==> src/rtl/temp_scan_sequencer_if.sv <==
// Handshake between the scan sequencer and the TMP101 I2C read unit.
// The sequencer is the master: it issues StartRead/ChipSelect and consumes Done/ReadData.
interface temp_scan_sequencer_if;
    logic       StartRead;
    logic [2:0] ChipSelect;
    logic       Done;
    logic [7:0] ReadData;

    modport master (
        output StartRead,
        output ChipSelect,
        input  Done,
        input  ReadData
    );

    modport slave (
        input  StartRead,
        input  ChipSelect,
        output Done,
        output ReadData
    );
endinterface

==> src/rtl/temp_scan_sequencer.sv <==
// Round-robin poller for up to 8 TMP101 sensors behind one I2C read unit.
// Optional feature macro: TEMP_SCAN_MINMAX_EN adds MaxTemp/MinTemp extreme tracking.
module temp_scan_sequencer #(
    parameter int NUM_SENSORS     = 4,
    parameter int INTERVAL_CYCLES = 75000000,
    parameter int TIMEOUT_CYCLES  = 1500000,
    parameter int CNT_WIDTH       = 30
) (
    input  logic                   clock,
    input  logic                   Reset,
    input  logic                   Enable,
    input  logic [2:0]             ViewSelect,
    temp_scan_sequencer_if.master  rd,
    output logic [7:0]             Temperature,
    output logic                   Valid,
    output logic [7:0]             ErrorFlags,
    output logic                   Busy,
`ifdef TEMP_SCAN_MINMAX_EN
    output logic [7:0]             MaxTemp,
    output logic [7:0]             MinTemp,
`endif
    output logic [7:0]             ScanCount
);

    typedef enum logic [2:0] {
        S_IDLE,
        S_LAUNCH,
        S_ARM,
        S_WAIT_DONE,
        S_STORE,
        S_FAIL,
        S_NEXT,
        S_INTERVAL
    } state_t;

    // The ARM cycle already counted once, so the timeout fires on the edge
    // where the counter would reach TIMEOUT_CYCLES-1.
    localparam logic [CNT_WIDTH-1:0] TIMEOUT_LAST  = CNT_WIDTH'(TIMEOUT_CYCLES - 2);
    localparam logic [CNT_WIDTH-1:0] INTERVAL_LAST = CNT_WIDTH'(INTERVAL_CYCLES - 1);
    localparam logic [2:0]           LAST_IDX      = 3'(NUM_SENSORS - 1);
    localparam logic [3:0]           NUM_SEL       = 4'(NUM_SENSORS);

    state_t                 r_state;
    state_t                 w_state_next;
    logic [CNT_WIDTH-1:0]   r_cnt;
    logic [2:0]             r_index;
    logic [7:0]             r_scan;
    logic [7:0]             r_regs [8];
    logic [7:0]             r_valid;
    logic [7:0]             r_err;
    logic [7:0]             r_temp;
    logic                   r_temp_valid;
    logic                   w_start;
    logic                   w_busy;
    logic                   w_view_in_range;

    // NOTE: state and datapath registers use non-blocking assignments so every
    // flop samples pre-edge values; blocking here would create order-dependent races.
    always_ff @(posedge clock) begin
        if (Reset) begin
            r_state <= S_IDLE;
        end else begin
            r_state <= w_state_next;
        end
    end

    // NOTE: every output of this block gets a default first, so no path through
    // the case statement leaves a signal unassigned and infers a latch.
    always_comb begin
        w_state_next = r_state;
        w_start      = 1'b0;
        w_busy       = 1'b1;
        case (r_state)
            S_IDLE: begin
                w_busy = 1'b0;
                if (Enable) begin
                    w_state_next = S_LAUNCH;
                end
            end
            S_LAUNCH: begin
                w_start      = 1'b1;
                w_state_next = S_ARM;
            end
            S_ARM: begin
                if (!rd.Done) begin
                    w_state_next = S_WAIT_DONE;
                end
            end
            S_WAIT_DONE: begin
                if (rd.Done) begin
                    w_state_next = S_STORE;
                end else if (r_cnt >= TIMEOUT_LAST) begin
                    w_state_next = S_FAIL;
                end
            end
            S_STORE, S_FAIL: begin
                w_state_next = S_NEXT;
            end
            S_NEXT: begin
                w_state_next = S_INTERVAL;
            end
            S_INTERVAL: begin
                if (r_cnt >= INTERVAL_LAST) begin
                    w_state_next = Enable ? S_LAUNCH : S_IDLE;
                end
            end
            default: begin
                w_state_next = S_IDLE;
            end
        endcase
    end

    // One counter serves both the read timeout and the inter-read interval.
    always_ff @(posedge clock) begin
        if (Reset) begin
            r_cnt <= '0;
        end else begin
            case (r_state)
                S_LAUNCH, S_NEXT:               r_cnt <= '0;
                S_ARM, S_WAIT_DONE, S_INTERVAL: r_cnt <= r_cnt + 1'b1;
                default:                        r_cnt <= r_cnt;
            endcase
        end
    end

    // NOTE: the per-sensor reading array is reset explicitly because a cleared
    // register file is part of the reset state; it is small enough to be flops.
    always_ff @(posedge clock) begin
        if (Reset) begin
            for (int i = 0; i < 8; i++) begin
                r_regs[i] <= '0;
            end
            r_valid <= '0;
            r_err   <= '0;
            r_index <= '0;
            r_scan  <= '0;
        end else begin
            case (r_state)
                S_STORE: begin
                    r_regs[r_index]  <= rd.ReadData;
                    r_valid[r_index] <= 1'b1;
                    r_err[r_index]   <= 1'b0;
                end
                S_FAIL: begin
                    r_valid[r_index] <= 1'b0;
                    r_err[r_index]   <= 1'b1;
                end
                S_NEXT: begin
                    if (r_index >= LAST_IDX) begin
                        r_index <= '0;
                        r_scan  <= r_scan + 8'd1;
                    end else begin
                        r_index <= r_index + 3'd1;
                    end
                end
                default: begin
                end
            endcase
        end
    end

    assign w_view_in_range = ({1'b0, ViewSelect} < NUM_SEL);

    always_ff @(posedge clock) begin
        if (Reset) begin
            r_temp       <= '0;
            r_temp_valid <= 1'b0;
        end else begin
            r_temp       <= w_view_in_range ? r_regs[ViewSelect] : 8'h00;
            r_temp_valid <= w_view_in_range ? r_valid[ViewSelect] : 1'b0;
        end
    end

`ifdef TEMP_SCAN_MINMAX_EN
    logic [7:0] r_max;
    logic [7:0] r_min;
    logic       r_have_sample;

    // The first stored reading seeds both extremes; later ones compare signed.
    always_ff @(posedge clock) begin
        if (Reset) begin
            r_max         <= '0;
            r_min         <= '0;
            r_have_sample <= 1'b0;
        end else if (r_state == S_STORE) begin
            r_have_sample <= 1'b1;
            if (!r_have_sample || ($signed(rd.ReadData) > $signed(r_max))) begin
                r_max <= rd.ReadData;
            end
            if (!r_have_sample || ($signed(rd.ReadData) < $signed(r_min))) begin
                r_min <= rd.ReadData;
            end
        end
    end

    assign MaxTemp = r_max;
    assign MinTemp = r_min;
`endif

    assign rd.StartRead  = w_start;
    assign rd.ChipSelect = r_index;
    assign Busy          = w_busy;
    assign Temperature   = r_temp;
    assign Valid         = r_temp_valid;
    assign ErrorFlags    = r_err;
    assign ScanCount     = r_scan;

endmodule

==> src/flat_wrapper.sv <==
// flat-port wrapper written by rule: the top's interface ports become plain ports
module temp_scan_sequencer_flat 
#(
    parameter int NUM_SENSORS     = 4,
    parameter int INTERVAL_CYCLES = 75000000,
    parameter int TIMEOUT_CYCLES  = 1500000,
    parameter int CNT_WIDTH       = 30
)
  (clock, Reset, Enable, ViewSelect, Temperature, Valid, ErrorFlags, Busy, ScanCount, rd_StartRead, rd_ChipSelect, rd_Done, rd_ReadData);
  temp_scan_sequencer_if rd_i ();
  input  logic clock;
  input  logic Reset;
  input  logic Enable;
  input  logic [2:0] ViewSelect;
  output logic [7:0] Temperature;
  output logic Valid;
  output logic [7:0] ErrorFlags;
  output logic Busy;
  output logic [7:0] ScanCount;
  output wire logic [$bits(rd_i.StartRead)-1:0] rd_StartRead;
  output wire logic [$bits(rd_i.ChipSelect)-1:0] rd_ChipSelect;
  input wire logic [$bits(rd_i.Done)-1:0] rd_Done;
  input wire logic [$bits(rd_i.ReadData)-1:0] rd_ReadData;
  assign rd_StartRead = rd_i.StartRead;
  assign rd_ChipSelect = rd_i.ChipSelect;
  assign rd_i.Done = rd_Done;
  assign rd_i.ReadData = rd_ReadData;
  temp_scan_sequencer #(.NUM_SENSORS(NUM_SENSORS), .INTERVAL_CYCLES(INTERVAL_CYCLES), .TIMEOUT_CYCLES(TIMEOUT_CYCLES), .CNT_WIDTH(CNT_WIDTH)) u_core (.clock(clock), .Reset(Reset), .Enable(Enable), .ViewSelect(ViewSelect), .rd(rd_i), .Temperature(Temperature), .Valid(Valid), .ErrorFlags(ErrorFlags), .Busy(Busy), .ScanCount(ScanCount));
endmodule
==> config.mk <==
export PLATFORM = sky130hd
export DESIGN_NAME = temp_scan_sequencer_flat
export DESIGN_NICKNAME = d
export VERILOG_FILES = /design/src/rtl/temp_scan_sequencer_if.sv /design/src/rtl/temp_scan_sequencer.sv /design/src/flat_wrapper.sv
export SDC_FILE = /design/constraint.sdc
export NUM_CORES = 1
export LEC_CHECK = 0
export ABC_AREA = 1
export CAP_MARGIN = 20
export CORE_MARGIN = 8
export CORE_UTILIZATION = 40
export CTS_CLUSTER_DIAMETER = 120
export CTS_CLUSTER_SIZE = 14
export DETAILED_ROUTE_END_ITERATION = 8
export SYNTH_ARGS = -nofsm -noshare
export SYNTH_HDL_FRONTEND = slang
export SYNTH_SLANG_ARGS = --single-unit
==> constraint.sdc <==
create_clock -name clock -period 3.1 [get_ports clock]
set_clock_uncertainty 0.2 [all_clocks]
set_input_delay 0.62 -clock clock [delete_from_list [all_inputs] [get_ports clock]]
set_output_delay 0.62 -clock clock [all_outputs]
set_load 0.02 [all_outputs]
Word-level counts from Yosys, hierarchy flattened. Memories as Yosys holds them, arrays and structs flattened. A register that Yosys moved wholly into a read port is not among the register bits. Index checks and enable logic that the tools add are counted.

Input port bits: 15. Register bits after elaboration: 61. Memories kept: 1. Output and inout port bits: 30. RAM bits: 64. Word-level logic and storage cells: 71.

Reductions and logical operators: 11. Muxes and demuxes: 25. Bitwise gates (word level): 6. Add/sub/neg operators: 3. Eq/ne operators: 11. Order comparisons: 7.

Memories: u_core.r_regs (words 8, width 8, rd ports 1, clocked after Yosys merged registers in 1, wr ports 8, RTL line temp_scan_sequencer.sv:48) `logic [7:0] r_regs [8];`.

Operators with widths (count): $pmux W30 S2 (1); $pmux W8 S2 (2); $add A30 B1 Y30 const B (1); $ge A30 B21 Y1 const B (1); $ge A30 B27 Y1 const B (1); $mux W3 (7); $pmux W3 S7 (1); $and A8 B8 Y8 (2); $or A8 B8 Y8 (2); $eq A3 B3 Y1 const B (4); $mux W1 (11); $add A8 B1 Y8 const B (1); $lt A3 B4 Y1 const B (2); $mux W8 (1); $not A8 Y8 (1); $reduce_or A8 Y1 (1); $eq A3 B2 Y1 const B (2); $reduce_or A2 Y1 (3); $ne A2 B2 Y1 const B (2); $reduce_and A4 Y1 (1); $reduce_bool A2 Y1 (2); $add A3 B1 Y3 const B (1); $bmux W1 S3 (1); $demux W1 S3 (1); 11 further kinds (11).

Longest topological paths before layout. Gate-level depths: netlist of run 1.

Depth after elaboration: 7. Gate-level depth with buffers: 13. Gate-level depth less buffers: 12.

Worst setup path before layout of run 1. OpenSTA, ideal clock, no wires.

Kind: input to register. Start point: input port Reset. End point: memory u_core.r_regs[1][0], enable pin. Arrival: 1.527 ns. Path slack: 1.041 ns. Path buffers: 1. Required time: 2.567 ns. Setup time: 0.333 ns. Cell stages on the path: 4. Path through: buf_2 nor2_1 nand2_2 nand2_1.

RTL lines: start: declaration (RTL line flat_wrapper.sv:12) `input logic Reset;`; end: declaration (RTL line temp_scan_sequencer.sv:48).

Worst setup path after layout of run 1.
Start point: register u_core.r_state[2]. End point: output port rd_StartRead.

Longest elaborated chain between the ends: 2.

RTL lines: start: declaration (RTL line temp_scan_sequencer.sv:43) `state_t r_state;`; start signal: assignment (RTL line temp_scan_sequencer.sv:63) `r_state <= w_state_next;`; $eq A3 B1 Y1 (RTL line temp_scan_sequencer.sv:73) `case (r_state)`; $mux W1 (RTL line temp_scan_sequencer.sv:73); end: declaration (RTL line flat_wrapper.sv:20) `output wire logic [$bits(rd_i.StartRead)-1:0] rd_StartRead;`.

Every way passes these cells.

==> summary.md, run 1 <==
| Metric | Value |
|---|---|
| Row cnt | `40` |
| Main synth FF type | `dfxtp_1` |
| Post-synthesis cell type count | `38` |
| Critical Path RT | `between 2 and 2.5 ns` |
| Drt via density | `5.07` |
| Largest area contributor in the netlist | `dfxtp_1` |
| Final setup fails | `0` |
| CTS tree | `built` |
| Initial Utilization | `40.9%` |
| Avg Inst Size Synth | `7.44 µm²` |
| Top cells by count, synth | `nor2_1 (140), nand2_1 (107), inv_1 (77)` |
| Setup Buffers After CTS | `0` |
| RSZ-0062 raised after global routing | `no` |
| Kind of critical path | `reg -> out` |
| Antenna diodes | `0` |
| Clk Latency, worst-skew pair | `0.35 ns` |
| Final ANT Viol Nets | `0` |
| Tightest slew margin relative to the limit | `69.3%` |
| Die Area | `approximately 16000 µm²` |
| Chip height | `roughly 130 µm` |
| Total Nets Final | `724` |
| Vias | `~4300` |
| Footprint of the multi-input gates | `approximately 2200 µm²` |
| Final Hold Fails | `0` |
| Synth top area cells | `dfxtp_1 (27%), edfxtp_1 (20%), nor2_1 (11%)` |
| Post-synthesis mux area share | `0%` |
| Synth Area in Compound Gates | `~11%` |
| CP Capture Type | `output port` |
| Post-DP Area | `5500 µm²` |
| Cells resized by post-CTS repair | `0` |
| CTS clk-pin slew, worst paths | `approximately 0.070 ns` |
| Grt ovf | `0` |
| FFs w/ async S/R, synth | `0%` |
| Global Route Usage Sum | `between 15 and 20%` |
| Share of cells above drive strength 1 | `around 9%` |
| Total CTS buffers | `9` |
| Synth warnings | `0` |
| First-pass GRT wire length | `roughly 20000 µm` |
| Yosys top cell area share | `a little over a quarter` |
| Largest net degree at the start of global routing | `19` |
| HPWL after detailed placement | `around 9000 µm` |
| Synthesized Nets | `roughly 680` |
| Count of flip-flops with a built-in enable after synthesis | `32` |
| Gate Count Post-Synth | `657` |
| Final WL | `between 10000 and 15000 µm` |
| Power Dens Cells | `between 400 and 500 nW/µm²` |
| CTS H-Tree Depth | `3` |
| Setup crit start kind | `flip-flop` |
| Layout fillers | `1192` |
| Pre-antenna DRT Iters | `6` |
| Storage element area | `2260 µm²` |
| CP Max Fanout | `8` |
| Crit path time final | `about 2.7 ns` |
| Clock Root Buffer | `clkbuf_16` |
| F_max | `between 300 and 400 MHz` |
| Die Wd | `roughly 130 µm` |
| Vias in the first global route | `about 4100` |
| Clock tree buffer depth | `2` |
| Fin Setup TNS | `0 ns` |
| Initial antenna violation count | `0` |
| Post-Synth Adder-Cell Area | `1.28%` |
| Period utilization | `between 80% and 90%` |
| Core ar. | `12000 µm²` |
| Finished Cell Area | `just under 6000 µm²` |
| Status | `finished, final reports clean` |
| Layout area overhead | `18.6%` |
| Routability cong. | `between 0.8 and 0.9` |
| Data arrival time of the worst path | `between 1.5 and 2 ns` |
| Synth Cell Area | `~4900 µm²` |
| Most frequent cell after synthesis | `nor2_1` |
| Wire per inst | `~14 µm` |
| XOR/XNOR share of the synthesized area | `less than 1%` |
| Largest family of logic cells by synthesized area | `simple AND/OR/NAND/NOR gates` |
| Class of the worst hold path | `reg -> reg` |
| Num Clock Sinks | `97` |
| Post-Synth Simple-Gate Area | `between 30% and 40%` |
| Leak pwr | `between 2 and 2.5 nW` |
| MaxCap Viol Count | `0` |
| Worst-margin pin slew | `0.459 ns` |
| Sequential fraction of the synthesis area | `46.3%` |
| Synth Register Bits | `between 90 and 100` |
| Port bufs | `44` |
| Worst VDD drop | `around 0.00032 V` |
| # DRC | `0` |
| Initial DRC Count | `around 280` |
| I/O pins | `45` |
| Max-slew violations | `0` |
| Hold-fix buffers at CTS | `0` |
-- where the power goes --
group | total, mW | switching, mW | internal (mW)
Combinational | 0.291 | 0.195 | 0.0962
Sequential | 1.36 | 0.0159 | 1.34
Clock | 1.14 | 0.530 | 0.612
-- metal layers --
metal  share of wire (%)  global-route usage [%]
met1                  47                    19.1
met2                  46                    24.8
met3                 5.3                    4.06
met4                 1.3                    5.17
met5                   0                       0
-- critical path, stage by stage (launching register included) --
cell,delay (ns)
dfxtp_1,0.34
inv_2,0.16
nand2_1,0.13
nor2_1,0.24
clkdlybuf4s50_1,0.67
-- logic make-up (layout without fill, tap and decap cells) --
group           after synthesis  after routing
compound gates              103            103
xor+xnor                      1              1
fa+ha+maj                     5              5
buf+inv                     103            155
flops                        97             97
simple gates                348            348
-- area by class of cell --
type / instances / area share [%]
Multi-Input combinational cell: 457 / 38.3
Tap cell: 147 / 3.17
Clock buffer: 10 / 4.31
Sequential cell: 97 / 39.0
Clock inverter: 6 / 0.928
Timing Repair Buffer: 52 / 8.63
Inverter: 87 / 5.63
-- cell usage in the layout (no fill, tap or decap), types with 3 or more instances in the layout --
cell type	synthesis	final
ha_1	5	5
o21ai_1	4	4
clkbuf_16	0	10
o21ai_0	44	44
inv_1	77	77
nand2_1	107	107
nor3_1	9	9
a21oi_1	45	45
nand2_2	9	9
nand4_1	11	11
inv_6	0	3
nor3_2	3	3
nor2_4	5	5
nor4_1	5	5
nor2_1	140	140
dfxtp_1	65	65
inv_2	7	7
buf_4	3	8
clkinv_1	3	3
nor2_2	6	6
o211ai_1	3	3
clkdlybuf4s50_1	0	44
nand3_1	38	38
edfxtp_1	32	32
nand2_4	3	3
-- path summary, 6_finish.rpt --
path,start,end,slack (ns),cells past startpoint
hold reg to reg,flip-flop,flip-flop,0.27,2
setup reg to reg,u_core.r_state[2]$_SDFFE_PP0P_,u_core.r_regs[2][2]$_SDFFCE_PN0P_,0.92,8
setup / recovery,u_core.r_state[2]$_SDFFE_PP0P_,rd_StartRead,0.39,4
hold / removal,flip-flop,flip-flop,0.27,2
-- through the flow --
step	total power, mW	util, %	worst slack, ns	cells	hold WS, ns
5_1_grt	2.90	48.5	0.262	856	0.296
3_3_place_gp	1.68	45.9	0.563	840	0.257
4_1_cts	2.82	48.5	0.370	856	0.267
2_1_floorplan	1.57	-	1.04	657	0.243
3_5_place_dp	1.68	45.9	0.483	840	0.260
6_report	2.79	48.5	0.391	856	0.268
(Power assumes the default switching activity.)
==> run 2, diff against run 1 <==
--- a/config.mk
+++ b/config.mk
@@ -10,7 +10,7 @@
 export CORE_MARGIN = 8
 export CORE_UTILIZATION = 40
 export CTS_CLUSTER_DIAMETER = 120
-export CTS_CLUSTER_SIZE = 14
+export CTS_CLUSTER_SIZE = 16
 export DETAILED_ROUTE_END_ITERATION = 8
 export SYNTH_ARGS = -nofsm -noshare
 export SYNTH_HDL_FRONTEND = slang
==> results of run 2 <==
No change in the layout: final DEF, timing and power equal those of run 1.
